$ cat src/rtl/cp0_ctrl_pkg.sv
// Shared CP0 definitions: register numbers, exception codes, write masks, reset values.
package cp0_ctrl_pkg;
  localparam logic [4:0] CP0_BADVADDR = 5'd8;
  localparam logic [4:0] CP0_COUNT    = 5'd9;
  localparam logic [4:0] CP0_COMPARE  = 5'd11;
  localparam logic [4:0] CP0_STATUS   = 5'd12;
  localparam logic [4:0] CP0_CAUSE    = 5'd13;
  localparam logic [4:0] CP0_EPC      = 5'd14;

  localparam logic [4:0] EXC_INT  = 5'h00;
  localparam logic [4:0] EXC_ADEL = 5'h04;
  localparam logic [4:0] EXC_ADES = 5'h05;
  localparam logic [4:0] EXC_SYS  = 5'h08;
  localparam logic [4:0] EXC_BP   = 5'h09;
  localparam logic [4:0] EXC_RI   = 5'h0A;
  localparam logic [4:0] EXC_OV   = 5'h0C;
  localparam logic [4:0] EXC_NONE = 5'h10;
  localparam logic [4:0] EXC_ERET = 5'h11;

  localparam logic [31:0] STATUS_WMASK = 32'h0000_FF03;
  localparam logic [31:0] CAUSE_WMASK  = 32'h0000_0300;
  localparam logic [31:0] STATUS_RST   = 32'h1000_0000;

  typedef struct packed {
    logic [4:0]  code;
    logic [31:0] pc;
    logic        in_delay;
    logic [31:0] badvaddr;
  } exc_req_t;

  function automatic logic is_exc(input logic [4:0] code);
    return (code != EXC_NONE) && (code != EXC_ERET);
  endfunction
endpackage

$ cat src/rtl/cp0_timer.sv
// Prescaled Count/Compare timer with sticky timer-interrupt flag.
module cp0_timer #(
  parameter int COUNT_DIV_LOG2 = 1
) (
  input  logic        cpu_clk_50M,
  input  logic        cpu_rst_n,
  input  logic        count_we,
  input  logic        compare_we,
  input  logic [31:0] wdata,
  output logic [31:0] count,
  output logic [31:0] compare,
  output logic        ti
);
  localparam int PW = (COUNT_DIV_LOG2 > 0) ? COUNT_DIV_LOG2 : 1;

  logic [PW-1:0] pre;
  logic          tick;

  assign tick = (COUNT_DIV_LOG2 == 0) || (pre == {PW{1'b1}});

  always_ff @(posedge cpu_clk_50M or negedge cpu_rst_n) begin
    if (!cpu_rst_n) begin
      pre     <= '0;
      count   <= '0;
      compare <= '0;
      ti      <= 1'b0;
    end else begin
      // a Count write restarts the prescaler so the new value holds a full period
      if (count_we) begin
        count <= wdata;
        pre   <= '0;
      end else begin
        pre <= pre + 1'b1;
        if (tick) count <= count + 32'd1;
      end
      if (compare_we) begin
        compare <= wdata;
        ti      <= 1'b0;
      end else if (count == compare) begin
        ti <= 1'b1;
      end
    end
  end
endmodule

$ cat src/rtl/cp0_ctrl.sv
// MiniMIPS32 CP0 controller: exception entry/return, interrupts, MTC0/MFC0.
// Timer (Count/Compare/TI) is present only when CP0_TIMER_EN is defined.
module cp0_ctrl
  import cp0_ctrl_pkg::*;
#(
  parameter int          HW_INT_NUM     = 6,
  parameter int          COUNT_DIV_LOG2 = 1,
  parameter logic [31:0] EXC_VECTOR     = 32'hBFC0_0380,
  parameter logic [31:0] INT_VECTOR     = 32'hBFC0_0380
) (
  input  logic                  cpu_clk_50M,
  input  logic                  cpu_rst_n,
  input  logic                  we,
  input  logic [4:0]            waddr,
  input  logic [31:0]           wdata,
  input  logic                  re,
  input  logic [4:0]            raddr,
  output logic [31:0]           rdata,
  input  logic [HW_INT_NUM-1:0] int_i,
  input  logic [4:0]            exccode_i,
  input  logic [31:0]           pc_i,
  input  logic                  in_delay_i,
  input  logic [31:0]           badvaddr_i,
  input  logic                  stall_i,
  output logic                  flush,
  output logic                  flush_im,
  output logic [31:0]           excaddr,
  output logic [31:0]           status_o,
  output logic [31:0]           cause_o,
  output logic                  int_req_o
);
  if (HW_INT_NUM < 1 || HW_INT_NUM > 6 || COUNT_DIV_LOG2 < 0 || COUNT_DIV_LOG2 > 4) begin : g_bad_param
    $error("cp0_ctrl: parameter out of range");
  end

  exc_req_t    req;
  logic        exc, eret, wr_ok;
  logic [31:0] status, epc, badvaddr, count, compare;
  logic        bd, ti;
  logic [4:0]  exccode;
  logic [1:0]  ip_sw;
  logic [5:0]  ip_hw, int_pad;
  logic [7:0]  ip;

  assign req   = '{code: exccode_i, pc: pc_i, in_delay: in_delay_i, badvaddr: badvaddr_i};
  assign exc   = is_exc(req.code);
  assign eret  = (req.code == EXC_ERET);
  assign flush = (req.code != EXC_NONE);
  assign wr_ok = we & ~flush;

`ifdef CP0_TIMER_EN
  cp0_timer #(.COUNT_DIV_LOG2(COUNT_DIV_LOG2)) u_timer (
    .cpu_clk_50M(cpu_clk_50M),
    .cpu_rst_n  (cpu_rst_n),
    .count_we   (wr_ok && waddr == CP0_COUNT),
    .compare_we (wr_ok && waddr == CP0_COMPARE),
    .wdata      (wdata),
    .count      (count),
    .compare    (compare),
    .ti         (ti)
  );
`else
  assign count   = '0;
  assign compare = '0;
  assign ti      = 1'b0;
`endif

  always_comb begin
    int_pad = '0;
    int_pad[HW_INT_NUM-1:0] = int_i;
  end

  assign ip       = {ti | ip_hw[5], ip_hw[4:0], ip_sw};
  assign status_o = status;
  assign cause_o  = {bd, ti, 14'b0, ip, 1'b0, exccode, 2'b0};

  always_ff @(posedge cpu_clk_50M or negedge cpu_rst_n) begin
    if (!cpu_rst_n) begin
      status    <= STATUS_RST;
      epc       <= '0;
      badvaddr  <= '0;
      bd        <= 1'b0;
      exccode   <= '0;
      ip_sw     <= '0;
      ip_hw     <= '0;
      int_req_o <= 1'b0;
      flush_im  <= 1'b0;
    end else begin
      ip_hw     <= int_pad;
      int_req_o <= (|(ip & status[15:8])) & status[0] & ~status[1];
      if (!stall_i) flush_im <= flush;
      if (exc) begin
        // nested exceptions keep the original return point
        if (!status[1]) begin
          bd  <= req.in_delay;
          epc <= req.in_delay ? req.pc - 32'd4 : req.pc;
        end
        status[1] <= 1'b1;
        exccode   <= req.code;
        if (req.code == EXC_ADEL || req.code == EXC_ADES) badvaddr <= req.badvaddr;
      end else if (eret) begin
        status[1] <= 1'b0;
      end else if (wr_ok) begin
        // BadVAddr is hardware-written only
        case (waddr)
          CP0_STATUS: status <= (status & ~STATUS_WMASK) | (wdata & STATUS_WMASK);
          CP0_CAUSE:  ip_sw  <= wdata[9:8];
          CP0_EPC:    epc    <= wdata;
          default: ;
        endcase
      end
    end
  end

  always_comb begin
    excaddr = '0;
    if (req.code == EXC_INT)  excaddr = INT_VECTOR;
    else if (eret)            excaddr = (we && waddr == CP0_EPC) ? wdata : epc;
    else if (flush)           excaddr = EXC_VECTOR;
  end

  always_comb begin
    rdata = '0;
    if (re) begin
      case (raddr)
        CP0_BADVADDR: rdata = badvaddr;
        CP0_COUNT:    rdata = count;
        CP0_COMPARE:  rdata = compare;
        CP0_STATUS:   rdata = status;
        CP0_CAUSE:    rdata = cause_o;
        CP0_EPC:      rdata = epc;
        default:      rdata = '0;
      endcase
    end
  end
endmodule

$ cat config.mk
export PLATFORM = sky130hd
export DESIGN_NAME = cp0_ctrl
export DESIGN_NICKNAME = d
export VERILOG_FILES = /design/src/rtl/cp0_ctrl_pkg.sv /design/src/rtl/cp0_timer.sv /design/src/rtl/cp0_ctrl.sv
export SDC_FILE = /design/constraint.sdc
export NUM_CORES = 1
export LEC_CHECK = 0
export CORE_MARGIN = 2
export CORE_UTILIZATION = 39
export DETAILED_ROUTE_END_ITERATION = 6
export GPL_TIMING_DRIVEN = 0
export HOLD_SLACK_MARGIN = 0.08
export PLACE_DENSITY = 0.79
export SLEW_MARGIN = 20
export SYNTH_ARGS = -nofsm -noshare
export SYNTH_HDL_FRONTEND = slang
export SYNTH_HIERARCHICAL = 1
export SYNTH_SLANG_ARGS = --single-unit
$ cat constraint.sdc
create_clock -name cpu_clk_50M -period 2.14 [get_ports cpu_clk_50M]
set_input_delay 0.428 -clock cpu_clk_50M [delete_from_list [all_inputs] [get_ports cpu_clk_50M]]
set_output_delay 0.428 -clock cpu_clk_50M [all_outputs]
set_load 0.03 [all_outputs]
### Word level (Yosys, flattened, before mapping)

Index checks and enable logic that the tools add are counted.

* $add $sub $neg: 1
* equality and inequality tests: 14
* mux-type cells: 16
* bitwise operators: 9
* reduce and logical (&&, ||, !) cells: 15

Operator list (count)
* $mux W32: 11
* $pmux W32 S4: 1
* $eq A5 B4 Y1 const B: 7
* $or A32 B16 Y32: 1
* $sub A32 B3 Y32 const B: 1
* $reduce_and A4 Y1: 3
* $eq A5 B3 Y1 const B: 2
* $ne A5 B5 Y1 const B: 2
* $and A8 B8 Y8: 1
* $reduce_or A8 Y1: 1
* $reduce_and A2 Y1: 3
* $reduce_bool A3 Y1: 2
* $eq A5 B5 Y1 const B: 1
* $logic_not A5 Y1: 1
* $mux W2: 2
* $ne A2 B2 Y1 const B: 2
* $not A1 Y1: 4
* $reduce_bool A2 Y1: 2
* $and A1 B1 Y1: 3
* $logic_and A1 B1 Y1: 2
* $mux W1: 2
* $logic_or A1 B1 Y1: 1

* register bits after elaboration: 112
* bits of input ports: 123
* output and inout bits: 131
* logic and storage cells: 65

### Depth between registers and ports, before layout

* word-level depth: 6
* mapped depth: 8
* mapped depth without buffers: 7

### Worst setup path before layout

No wires, ideal clock.

* kind: input-to-output
* start: in raddr[3]
* end: out rdata[10]
* data arrival time: 2163 ps
* data required time: 1712 ps
* slack: -451 ps
* stages: 7
* path buffers: 2
* cells stage by stage: nor2b_1 nor2b_1 nor3b_1 clkbuf_1 clkbuf_1 nand2_1 a21oi_1

* longest elaborated chain between the ends: 3
* elaborated cells between the ends (all ways): 6
* those cells by class: eq/ne: 4; mux: 2

Ends and longest elaborated chain
* from (decl): RTL line cp0_ctrl.sv:17 `input logic [4:0] raddr,`
* $eq A5 B4 Y1: RTL line cp0_ctrl.sv:125 `case (raddr)`
* $pmux W32 S4 *: RTL line cp0_ctrl.sv:125
* $mux W32 *: RTL line cp0_ctrl.sv:124 `if (re) begin`
* to (decl): RTL line cp0_ctrl.sv:18 `output logic [31:0] rdata,`

Every way passes the cells marked *; elsewhere a longest branch is shown, timed or not.

### Worst setup path in the final report

* start: in re
* end: out rdata[31]

* longest elaborated chain between the ends: 1

Ends and longest elaborated chain
* from (decl): RTL line cp0_ctrl.sv:16 `input logic re,`
* $mux W32: RTL line cp0_ctrl.sv:124

Every way passes these cells.

==> flow_summary.ini <==
[worst_setup_path]
worst_setup_path_end_kind = primary output
r2r_cells = 4
startpoint_type = primary input
worstPathMaxFanout = 9
critical_path_class = in2out
crit_arrival_ps = 1840
cp.required_ps = 1710

[clocking]
clk_pin_slew_worst_paths_ps = 60
h-tree-depth = 3
cts-root-buf = clkbuf_16
clockBufferDepth = 2
cts_buffers = 9
cts_tree = built
clock_sinks = 90
worstSkewPairLatency_ps = 350

[logic_synthesis]
async_reset_ff_share_pct = 100
ys_warn_count = 6
ys_ff_latch = 90
syn_area_per_cell_sq_um = 8.96
synth-seq-area-share_pct = 39.8
synth_edf_count = 0
yosysUniqueCellTypes = 52
synth_cells = 631
syn_area_sq_mm = 0.00565
synthFlopType = dfrtp_1

[die]
start_util_pct = 39.4
die_h_um = 124
fp.dieW_um = 124
core_sq_mm = 0.0144
ios = 254
die-area_sq_mm = 0.0155
rows = 44

[placed_design]
port_buffers = 210
routabilityCongestion = 0.896
dp_hpwl_um = 16300
pre_cts_ws_ps = -1520

[timing]
post-route-period-util_pct = 106
hold_viol = 0
clock-skew-final_ps = 5.84
drv_slew = 0
rsz0062_at_grt = true
fmax_ghz = 0.441
relSlewSlack_pct = 53.3
setup_violations = 38
fin_crit_ps = 2270
setup-tns-final_ps = -2730
max_slew.worst_pin.slew_ps = 700
fin_ws_ps = -127

[detailed_routing]
vias_per_cell = 5.65
dr.pass1.iters = 7
wl_um = 23800
drt_first_iter_violations = 635
wl_per_cell_um = 21.3
antenna_left = 0
vias = 6311
drc = 0

[final_layout]
drive_gt1_share_pct = 40.9
most-common-layout-cells = clkdlybuf4s50_1, dfrtp_1, buf_4
nets = 1051
mostFrequentLayoutCell = clkdlybuf4s50_1
syn2layout_area_growth_pct = 76.3

[global_routing]
track_usage_pct = 29.7
antenna_found_initial = 0
grt_pass1_vias = 6247
grt_pass1_wl_um = 36000
grt_max_degree = 47
grt.overflow.total = 0

[run]
cap_violations = 0

[power_and_ir_drop]
ir_drop_mv = 0.420
powerDensity_mw_per_mm2 = 535
p_leak_nw = 4.44

[status]
violations = setup timing
outcome = complete, but fails checks

[worst_hold_path]
hold_path_class = in2reg
whs_path_depth = 2
metrics by stage:
stage                     cells  power, mW  util (%)  hold WS [ps]  instance area [sq um]
after floorplan             669       2.94         -           132                   6220
after global placement     1063       3.46      59.5           487                   8550
after detailed placement   1065       3.50      59.8           399                   8600
after CTS                  1114       5.27      67.1           348                   9650
after global routing       1115       5.54      69.4           292                   9970
final                      1117       5.33      69.4           295                   9970
report_power, final:
part           switching [mW]  internal (mW)
logic                   0.706          0.667
clock network           0.685           1.02
registers               0.259           2.00
path summary, 6_finish.rpt:
check	start	endpoint	slack, ps
min reg2reg	badvaddr[25]	badvaddr[25]	510
min in group asynchronous	cpu_rst_n	badvaddr[11]	570
max in group asynchronous	cpu_rst_n	exccode[1]	950
min	exccode_i[3]	exccode[3]	290
max reg2reg	status_o[1]	epc[25]	170
max	re	rdata[31]	-130
critical path, cell delays in order:
cell and delay [ps]:
clkdlybuf4s50_1 510, o211ai_1 100, buf_4 160, clkbuf_8 160
buf_12 160, nor2_2 90, buf_2 210
synth_stat cells, drive strengths merged (13+ instances only):
cell type | n | area share [%]
mux2 | 53 | 11
nor4 | 13 | 1.4
a22oi | 24 | 3.2
nand2 | 77 | 5.1
mux2i | 17 | 3.0
a21oi | 46 | 4.1
clkbuf | 40 | 2.7
nor2 | 53 | 3.5
dfrtp | 90 | 40
o21ai | 37 | 3.3
nor3 | 17 | 1.5
buf | 45 | 5.8
final cells by class:
| class | instances | area [sq um] |
|---|---|---|
| plain buffers | 79 | 746 |
| clock inverters | 3 | 65.1 |
| diodes | 2 | 5.00 |
| inverters | 6 | 22.5 |
| multi-input cells | 488 | 3870 |
| repair buffers | 253 | 2540 |
| well taps | 184 | 230 |
| fillers | 1056 | 4400 |
| clock buffers | 12 | 236 |
| flip-flops and latches | 90 | 2250 |
flip-flops by register name (all words and copies together) (netlist names):
register / count
int_req_o: 1
epc: 32
flush_im: 1
exccode: 5
ip_hw: 6
status_o: 10
bd: 1
badvaddr: 32
ip_sw: 2
timing repair:
item                                    in CTS  in global routing
buffers inserted                            30                  3
hold endpoints to repair                    44                  0
hold buffers                                 1                  0
endpoints found under the setup margin     142                 91
cloned                                       6                  1
pin swaps                                   46                 48
gates resized for setup                    593                110
kinds of logic after synthesis:
family	Yosys count	synth area share (%)
AO/OA/AOI/OAI	149	16.6
XOR/XNOR	19	2.94
adder cells (fa/ha/maj)	1	0.221
buffers and inverters	91	8.90
flip-flops	90	39.8
multiplexers	70	13.6
other	2	0.133
AND/OR/NAND/NOR	209	17.8
routing by layer:
| layer | vias to the layer above | wire, um | global-route usage [%] | part of all wire [%] |
|---|---|---|---|---|
| met5 | - | 0 | 0 | 0 |
| met4 | 0 | 811 | 11.4 | 3.4 |
| li1 | 2789 | - | - | - |
| met3 | 63 | 2000 | 7.26 | 8.4 |
| met2 | 370 | 11400 | 48.1 | 48 |
| met1 | 3089 | 9630 | 38.4 | 40 |
Power figures use the tool's default switching activity.
